--- src/rtl/conv_stream_pkg.sv ---
// Shared parameters, state encoding and pixel record for the streaming edge-detection path.
// Used by the formatter, the convolution stage and the upstream pixel source.
package conv_stream_pkg;

   localparam int DATA_WIDTH      = 12;
   localparam int IMG_WIDTH       = 640;
   localparam int IMG_HEIGHT      = 480;
   localparam int KERNEL_SIZE     = 3;
   localparam int BORDER          = KERNEL_SIZE - 1;
   localparam int COL_WIDTH       = $clog2(IMG_WIDTH);
   localparam int ROW_WIDTH       = $clog2(IMG_HEIGHT);
   localparam int FRAME_CNT_WIDTH = 16;

   typedef enum logic [0:0] {
      S_IDLE   = 1'b0,
      S_ACTIVE = 1'b1
   } fmt_state_e;

   typedef struct packed {
      logic                  valid;
      logic                  sof;
      logic                  eol;
      logic                  eof;
      logic [DATA_WIDTH-1:0] value;
   } pixel_t;

endpackage

--- src/rtl/edge_stream_formatter_if.sv ---
// Magnitude-in / framed-pixel-out bundle of the edge stream formatter.
interface edge_stream_formatter_if #(
   parameter int DATA_WIDTH = conv_stream_pkg::DATA_WIDTH,
   parameter int IMG_WIDTH  = conv_stream_pkg::IMG_WIDTH,
   parameter int IMG_HEIGHT = conv_stream_pkg::IMG_HEIGHT
);

   logic                          i_val_valid;
   logic [DATA_WIDTH+2:0]         i_val;
   logic                          i_frame_restart;
   logic                          i_thresh_en;
   logic [DATA_WIDTH-1:0]         i_threshold;
   logic                          o_pix_valid;
   logic [DATA_WIDTH-1:0]         o_pix;
   logic [$clog2(IMG_WIDTH)-1:0]  o_x;
   logic [$clog2(IMG_HEIGHT)-1:0] o_y;
   logic                          o_sof;
   logic                          o_eol;
   logic                          o_eof;
   logic [15:0]                   o_frame_count;

   modport master (
      output i_val_valid, i_val, i_frame_restart, i_thresh_en, i_threshold,
      input  o_pix_valid, o_pix, o_x, o_y, o_sof, o_eol, o_eof, o_frame_count
   );

   modport slave (
      input  i_val_valid, i_val, i_frame_restart, i_thresh_en, i_threshold,
      output o_pix_valid, o_pix, o_x, o_y, o_sof, o_eol, o_eof, o_frame_count
   );

endinterface

--- src/rtl/raster_counter.sv ---
// Column/row raster position with enable and clear. Outputs describe the pixel being
// accepted this cycle (clear already applied), so callers can decode markers directly.
module raster_counter #(
   parameter int IMG_WIDTH  = conv_stream_pkg::IMG_WIDTH,
   parameter int IMG_HEIGHT = conv_stream_pkg::IMG_HEIGHT
) (
   input  logic                          i_clk,
   input  logic                          i_rst,
   input  logic                          i_en,
   input  logic                          i_clr,
   output logic [$clog2(IMG_WIDTH)-1:0]  o_col,
   output logic [$clog2(IMG_HEIGHT)-1:0] o_row,
   output logic                          o_last_col,
   output logic                          o_last_row,
   output logic                          o_wrap
);

   localparam int CW = $clog2(IMG_WIDTH);
   localparam int RW = $clog2(IMG_HEIGHT);

   logic [CW-1:0] col_r;
   logic [RW-1:0] row_r;
   logic [CW-1:0] cur_col_s;
   logic [RW-1:0] cur_row_s;
   logic [CW-1:0] col_nxt_s;
   logic [RW-1:0] row_nxt_s;
   logic          last_col_s;
   logic          last_row_s;

   // Current position (clear wins) and the position after this pixel
   always_comb begin
      cur_col_s  = i_clr ? {CW{1'b0}} : col_r;
      cur_row_s  = i_clr ? {RW{1'b0}} : row_r;
      last_col_s = (cur_col_s == CW'(IMG_WIDTH - 1));
      last_row_s = (cur_row_s == RW'(IMG_HEIGHT - 1));
      col_nxt_s  = cur_col_s;
      row_nxt_s  = cur_row_s;
      if (i_en) begin
         if (last_col_s) begin
            col_nxt_s = {CW{1'b0}};
            row_nxt_s = last_row_s ? {RW{1'b0}} : (cur_row_s + RW'(1));
         end else begin
            col_nxt_s = cur_col_s + CW'(1);
         end
      end else begin
         col_nxt_s = cur_col_s;
         row_nxt_s = cur_row_s;
      end
   end

   // Position registers
   always_ff @(posedge i_clk) begin
      if (i_rst) begin
         col_r <= {CW{1'b0}};
         row_r <= {RW{1'b0}};
      end else begin
         col_r <= col_nxt_s;
         row_r <= row_nxt_s;
      end
   end

   assign o_col      = cur_col_s;
   assign o_row      = cur_row_s;
   assign o_last_col = last_col_s;
   assign o_last_row = last_row_s;
   assign o_wrap     = i_en & last_col_s & last_row_s;

endmodule

--- src/rtl/edge_stream_formatter.sv ---
// Formats the gradient-magnitude stream: border masking, saturation, optional threshold,
// and frame markers, with every output registered one cycle behind the input.
module edge_stream_formatter #(
   parameter int DATA_WIDTH = conv_stream_pkg::DATA_WIDTH,
   parameter int IMG_WIDTH  = conv_stream_pkg::IMG_WIDTH,
   parameter int IMG_HEIGHT = conv_stream_pkg::IMG_HEIGHT,
   parameter int BORDER     = conv_stream_pkg::BORDER
) (
   input  logic                   i_clk,
   input  logic                   i_rst,
   edge_stream_formatter_if.slave bus
);

   import conv_stream_pkg::*;

   localparam int CW = $clog2(IMG_WIDTH);
   localparam int RW = $clog2(IMG_HEIGHT);

   function automatic logic [DATA_WIDTH-1:0] saturate(input logic [DATA_WIDTH+2:0] mag);
      logic [DATA_WIDTH-1:0] res;
      if (|mag[DATA_WIDTH+2:DATA_WIDTH]) begin
         res = {DATA_WIDTH{1'b1}};
      end else begin
         res = mag[DATA_WIDTH-1:0];
      end
      return res;
   endfunction

   logic [CW-1:0]         col_s;
   logic [RW-1:0]         row_s;
   logic                  last_col_s;
   logic                  last_row_s;
   logic                  frame_done_s;
   fmt_state_e            state_r;
   fmt_state_e            state_s;
   fmt_state_e            eff_state_s;
   logic [DATA_WIDTH-1:0] sat_s;
   logic [DATA_WIDTH-1:0] thr_s;
   logic [DATA_WIDTH-1:0] pix_s;
   logic                  border_s;

   logic                  pix_valid_r;
   logic [DATA_WIDTH-1:0] pix_r;
   logic [CW-1:0]         x_r;
   logic [RW-1:0]         y_r;
   logic                  sof_r;
   logic                  eol_r;
   logic                  eof_r;
   logic [15:0]           frame_count_r;

   raster_counter #(
      .IMG_WIDTH  (IMG_WIDTH),
      .IMG_HEIGHT (IMG_HEIGHT)
   ) u_raster (
      .i_clk      (i_clk),
      .i_rst      (i_rst),
      .i_en       (bus.i_val_valid),
      .i_clr      (bus.i_frame_restart),
      .o_col      (col_s),
      .o_row      (row_s),
      .o_last_col (last_col_s),
      .o_last_row (last_row_s),
      .o_wrap     (frame_done_s)
   );

   // State register
   always_ff @(posedge i_clk) begin
      if (i_rst) begin
         state_r <= S_IDLE;
      end else begin
         state_r <= state_s;
      end
   end

   // Next state; a restart drops back to idle before the same-cycle pixel is considered
   always_comb begin
      eff_state_s = bus.i_frame_restart ? S_IDLE : state_r;
      state_s     = eff_state_s;
      case (eff_state_s)
         S_IDLE: begin
            if (bus.i_val_valid && !frame_done_s) begin
               state_s = S_ACTIVE;
            end else begin
               state_s = S_IDLE;
            end
         end
         S_ACTIVE: begin
            if (frame_done_s) begin
               state_s = S_IDLE;
            end else begin
               state_s = S_ACTIVE;
            end
         end
         default: state_s = S_IDLE;
      endcase
   end

   // Pixel value: saturate, optional threshold, then border mask
   always_comb begin
      sat_s = saturate(bus.i_val);
      if (bus.i_thresh_en) begin
         thr_s = (sat_s >= bus.i_threshold) ? {DATA_WIDTH{1'b1}} : {DATA_WIDTH{1'b0}};
      end else begin
         thr_s = sat_s;
      end
      border_s = (col_s < CW'(BORDER)) || (row_s < RW'(BORDER));
      if (border_s) begin
         pix_s = {DATA_WIDTH{1'b0}};
      end else begin
         pix_s = thr_s;
      end
   end

   // Output stage; everything but the frame count is zero on empty cycles
   always_ff @(posedge i_clk) begin
      if (i_rst) begin
         pix_valid_r <= 1'b0;
         pix_r       <= {DATA_WIDTH{1'b0}};
         x_r         <= {CW{1'b0}};
         y_r         <= {RW{1'b0}};
         sof_r       <= 1'b0;
         eol_r       <= 1'b0;
         eof_r       <= 1'b0;
      end else if (bus.i_val_valid) begin
         pix_valid_r <= 1'b1;
         pix_r       <= pix_s;
         x_r         <= col_s;
         y_r         <= row_s;
         sof_r       <= (col_s == {CW{1'b0}}) && (row_s == {RW{1'b0}});
         eol_r       <= last_col_s;
         eof_r       <= last_col_s & last_row_s;
      end else begin
         pix_valid_r <= 1'b0;
         pix_r       <= {DATA_WIDTH{1'b0}};
         x_r         <= {CW{1'b0}};
         y_r         <= {RW{1'b0}};
         sof_r       <= 1'b0;
         eol_r       <= 1'b0;
         eof_r       <= 1'b0;
      end
   end

   // Completed-frame counter
   always_ff @(posedge i_clk) begin
      if (i_rst) begin
         frame_count_r <= 16'd0;
      end else if (frame_done_s) begin
         frame_count_r <= frame_count_r + 16'd1;
      end else begin
         frame_count_r <= frame_count_r;
      end
   end

   assign bus.o_pix_valid   = pix_valid_r;
   assign bus.o_pix         = pix_r;
   assign bus.o_x           = x_r;
   assign bus.o_y           = y_r;
   assign bus.o_sof         = sof_r;
   assign bus.o_eol         = eol_r;
   assign bus.o_eof         = eof_r;
   assign bus.o_frame_count = frame_count_r;

endmodule

--- src/flat_wrapper.sv ---
// flat-port wrapper written by rule: the top's interface ports become plain ports
module edge_stream_formatter_flat import conv_stream_pkg::*;
#(
   parameter int DATA_WIDTH = conv_stream_pkg::DATA_WIDTH,
   parameter int IMG_WIDTH  = conv_stream_pkg::IMG_WIDTH,
   parameter int IMG_HEIGHT = conv_stream_pkg::IMG_HEIGHT,
   parameter int BORDER     = conv_stream_pkg::BORDER
)
  (i_clk, i_rst, bus_i_val_valid, bus_i_val, bus_i_frame_restart, bus_i_thresh_en, bus_i_threshold, bus_o_pix_valid, bus_o_pix, bus_o_x, bus_o_y, bus_o_sof, bus_o_eol, bus_o_eof, bus_o_frame_count);
  edge_stream_formatter_if #(.DATA_WIDTH(DATA_WIDTH), .IMG_WIDTH(IMG_WIDTH), .IMG_HEIGHT(IMG_HEIGHT)) bus_i ();
  input  logic i_clk;
  input  logic i_rst;
  input wire logic [$bits(bus_i.i_val_valid)-1:0] bus_i_val_valid;
  input wire logic [$bits(bus_i.i_val)-1:0] bus_i_val;
  input wire logic [$bits(bus_i.i_frame_restart)-1:0] bus_i_frame_restart;
  input wire logic [$bits(bus_i.i_thresh_en)-1:0] bus_i_thresh_en;
  input wire logic [$bits(bus_i.i_threshold)-1:0] bus_i_threshold;
  output wire logic [$bits(bus_i.o_pix_valid)-1:0] bus_o_pix_valid;
  output wire logic [$bits(bus_i.o_pix)-1:0] bus_o_pix;
  output wire logic [$bits(bus_i.o_x)-1:0] bus_o_x;
  output wire logic [$bits(bus_i.o_y)-1:0] bus_o_y;
  output wire logic [$bits(bus_i.o_sof)-1:0] bus_o_sof;
  output wire logic [$bits(bus_i.o_eol)-1:0] bus_o_eol;
  output wire logic [$bits(bus_i.o_eof)-1:0] bus_o_eof;
  output wire logic [$bits(bus_i.o_frame_count)-1:0] bus_o_frame_count;
  assign bus_i.i_val_valid = bus_i_val_valid;
  assign bus_i.i_val = bus_i_val;
  assign bus_i.i_frame_restart = bus_i_frame_restart;
  assign bus_i.i_thresh_en = bus_i_thresh_en;
  assign bus_i.i_threshold = bus_i_threshold;
  assign bus_o_pix_valid = bus_i.o_pix_valid;
  assign bus_o_pix = bus_i.o_pix;
  assign bus_o_x = bus_i.o_x;
  assign bus_o_y = bus_i.o_y;
  assign bus_o_sof = bus_i.o_sof;
  assign bus_o_eol = bus_i.o_eol;
  assign bus_o_eof = bus_i.o_eof;
  assign bus_o_frame_count = bus_i.o_frame_count;
  edge_stream_formatter #(.DATA_WIDTH(DATA_WIDTH), .IMG_WIDTH(IMG_WIDTH), .IMG_HEIGHT(IMG_HEIGHT), .BORDER(BORDER)) u_core (.i_clk(i_clk), .i_rst(i_rst), .bus(bus_i));
endmodule
--- config.mk ---
export PLATFORM = sky130hd
export DESIGN_NAME = edge_stream_formatter_flat
export DESIGN_NICKNAME = d
export VERILOG_FILES = /design/src/rtl/conv_stream_pkg.sv /design/src/rtl/edge_stream_formatter_if.sv /design/src/rtl/raster_counter.sv /design/src/rtl/edge_stream_formatter.sv /design/src/flat_wrapper.sv
export SDC_FILE = /design/constraint.sdc
export NUM_CORES = 1
export LEC_CHECK = 0
export ABC_AREA = 1
export CORE_ASPECT_RATIO = 1.2
export CORE_MARGIN = 2
export CORE_UTILIZATION = 40
export DETAILED_ROUTE_END_ITERATION = 8
export GPL_ROUTABILITY_DRIVEN = 0
export GPL_TIMING_DRIVEN = 0
export PLACE_DENSITY = 0.72
export SKIP_CTS_REPAIR_TIMING = 1
export SYNTH_ARGS = -nofsm -noshare
export SYNTH_HDL_FRONTEND = slang
export SYNTH_SLANG_ARGS = --single-unit
--- constraint.sdc ---
create_clock -name i_clk -period 3 [get_ports i_clk]
set_clock_uncertainty 0.2 [all_clocks]
set_input_delay 0.6 -clock i_clk [delete_from_list [all_inputs] [get_ports i_clk]]
set_output_delay 0.6 -clock i_clk [all_outputs]
set_load 0.01 [all_outputs]
==> flow_metrics.tcl <==
set metrics [dict create \
    slew_headroom 0.5888 \
    dr.pass1.iters 4 \
    die_x_um 89.48 \
    final-max-slew-violation-count 0 \
    cap_viol_max_count 0 \
    fmax_ghz 0.3535 \
    syn-cell-area_um2 3507 \
    hold_viol 0 \
    grt_pass1_wl_um 14380 \
    syn_to_final_growth_pct 35.14 \
    ant_nets 0 \
    grt_pass1_vias 3303 \
    cts_tree "built" \
    dpl_cell_area_um2 4474 \
    core_um2 8564 \
    clock_latency_ns 0.35 \
    port_buffers 82 \
    placedCellCount 697 \
    htree_levels 3 \
    synth_cells 498 \
    fp-row-count 37 \
    synth-seq-area-share 0.3996 \
    routedWlPerCell_um 12.47 \
    rsz0062_at_grt "yes" \
    drt-vias-per-instance 4.868 \
    peakVddDrop_uv 272.3 \
    clkSinkCount 70 \
    rr_startpoint "u_core.u_raster.col_r[0]" \
    dieArea_um2 9535 \
    final_nets 640 \
    synth_seq_cells 70 \
    status "complete, no violations" \
    drive_gt1_frac 0.08557 \
    r2r_setup_slack_ns 0.73 \
    overflow 0 \
    worstHoldPathType "reg -> reg" \
    whs_ns 0.3072 \
    syn_nets 547 \
    drc_errors 0 \
    worstSetupEndpointType "flip-flop" \
    diodes 0 \
    cp.required_ns 3.07 \
    hold_end "u_core.bus.o_x[2]" \
    setup_viol 0 \
    grt_max_degree 12 \
    start_kind "primary input" \
    finalNonFillerCells 713 \
    io_pins 83 \
    die_h_um 106.6 \
    path_max_fanout 10 \
    final_cell_area_um2 4740 \
    final_util 0.5534 \
    power_leakage_nw 1.961 \
    reg2reg_depth 11 \
    period_share 0.9430 \
    grtUsageTotal 0.1909 \
    syn_area_per_cell_um2 7.042 \
    routed_wl_um 8888 \
    nFillCells 794 \
    clk_path_buf_depth 2 \
    startpoint "bus_i_val[13]" \
    power_density_nw_per_um2 416.7 \
    crit_type "in -> reg" \
    hp-start "u_core.u_raster.col_r[2]" \
    start_util 0.4095 \
    fin_crit_ns 2.829 \
    cts_buffers 9 \
    clk_root_buffer_cell "clkbuf_8" \
    path_clk_slew_ns 0.07 \
    final-seq-area_um2 1401 \
    worstPathArrival_ns 2.90 \
    vias 3471 \
    antenna_found_initial 0 \
    yosys_warnings 0 \
    synth_cell_types 29 \
    multiInputGateArea_um2 1812 \
    hpwl_um 6661 \
    worstMarginPinSlew_ns 0.6167 \
    min_path_cells 2 \
    worst_r2r_endpoint "u_core.u_raster.row_r[5]" \
    first_iter_violations 120 \
]
[where the power goes]
group | internal, mW | total [mW] | switching [mW] | leakage (nW)
combinational | 0.0707 | 0.146 | 0.0754 | 1.28
clock | 0.552 | 0.896 | 0.343 | 0.115
sequential | 0.932 | 0.933 | 0.00111 | 0.564
[synthesized netlist by cell type]
library cell | count | share of area
inv_1 | 64 | 0.068
nor2_4 | 4 | 0.013
nor2_1 | 75 | 0.080
nand4_1 | 11 | 0.020
a211oi_1 | 1 | 0.0021
buf_6 | 2 | 0.0064
nand2_4 | 1 | 0.0032
nand3_2 | 3 | 0.0086
nand2_2 | 4 | 0.0071
o21bai_1 | 1 | 0.0021
buf_1 | 1 | 0.0011
a21oi_1 | 33 | 0.047
nand3b_1 | 2 | 0.0043
xnor2_1 | 7 | 0.017
nor3_1 | 3 | 0.0043
ha_1 | 17 | 0.061
buf_4 | 1 | 0.0021
inv_2 | 2 | 0.0021
inv_4 | 1 | 0.0018
and2_1 | 1 | 0.0018
nand2_1 | 115 | 0.12
xor2_1 | 5 | 0.012
or2_2 | 11 | 0.020
buf_2 | 1 | 0.0014
clkbuf_1 | 7 | 0.0075
dfxtp_1 | 70 | 0.40
nand3_1 | 23 | 0.033
o21ai_0 | 29 | 0.041
nor3_2 | 3 | 0.0086
[state kept, by name, summed over array words and instances (netlist names)]
name / count
u_core.bus.o_frame_count: 16
u_core.bus.o_y: 9
u_core.bus.o_pix: 12
u_core.bus.o_pix_valid: 1
u_core.bus.o_sof: 1
u_core.bus.o_eof: 1
u_core.bus.o_x: 10
u_core.bus.o_eol: 1
u_core.u_raster.col_r: 10
u_core.u_raster.row_r: 9
[metal layers]
| metal | track usage | up-vias | share of wire |
|---|---|---|---|
| met5 | 0 | - | 0 |
| met4 | 0.09168 | 0 | 0.029 |
| met3 | 0.03387 | 26 | 0.061 |
| met2 | 0.3185 | 122 | 0.47 |
| met1 | 0.2334 | 1563 | 0.43 |
| li1 | - | 1760 | - |
[how the worst max path moves through the flow]
| stage | to | slack [ns] | cells after the start |
|---|---|---|---|
| floorplan | u_core.bus.o_pix[10] | 0.33 | 12 |
| CTS | u_core.u_raster.row_r[5] | -0.13 | 14 |
| global route | u_core.bus.o_pix[8] | 0.01 | 13 |
| global placement | u_core.bus.o_pix[10] | -0.41 | 13 |
| finish | u_core.bus.o_pix[6] | 0.17 | 15 |
| detailed placement | u_core.bus.o_pix[6] | -0.48 | 13 |
[metrics by stage]
stage / setup TNS [ns] / power [mW] / setup WS (ns)
after CTS: -1.305 / 1.982 / -0.1276
after floorplan: 0 / 1.025 / 0.3324
after global routing: 0 / 2.040 / 0.01133
after detailed placement: -13.93 / 1.096 / -0.4767
after global placement: -11.34 / 1.092 / -0.4138
final: 0 / 1.975 / 0.1709
[critical path, stage by stage]
cell             delay [ns]
clkdlybuf4s50_1        0.42
nor3_2                 0.20
inv_2                  0.07
clkbuf_4               0.17
or2_2                  0.31
ha_1                   0.30
nand2_1                0.07
inv_1                  0.05
nand2_1                0.05
nor2_1                 0.09
nand2_1                0.06
nand4_1                0.07
nand2_1                0.10
buf_4                  0.18
a21oi_1                0.15
[layout make-up]
| cell class | instances | area share |
|---|---|---|
| tap | 117 | 0.03089 |
| clock buffer | 12 | 0.02851 |
| inverter | 67 | 0.05359 |
| multi-input combinational | 349 | 0.3823 |
| timing repair buffer | 82 | 0.1737 |
| buffer | 12 | 0.01531 |
| clock inverter | 4 | 0.02006 |
| sequential | 70 | 0.2957 |
[cell usage in the layout (no fill, tap or decap), drive strengths merged]
master and count:
bufinv 3, dfxtp 70, buf 6, ha 17, and2 1, nand3 26
clkbuf 18, inv 67, nor2 79, o21ai 29, a211oi 1, xnor2 7
or2 11, nor3 6, dlymetal6s2s 1, nand4 11, nand2 120, xor2 5
nand3b 2, clkinv 1, a21oi 33, clkdlybuf4s50 81, o21bai 1
[cell families after synthesis]
kind of cell	count (synthesis)	synth area share
DFF	70	0.3996
and+or+nand+nor	256	0.3261
AOI/OAI and AO/OA	64	0.09276
xor gates and xnor gates	12	0.02997
adders and majority gates	17	0.06065
buffers and inverters	79	0.09098
Note: power is estimated with default switching activity, not from simulation.
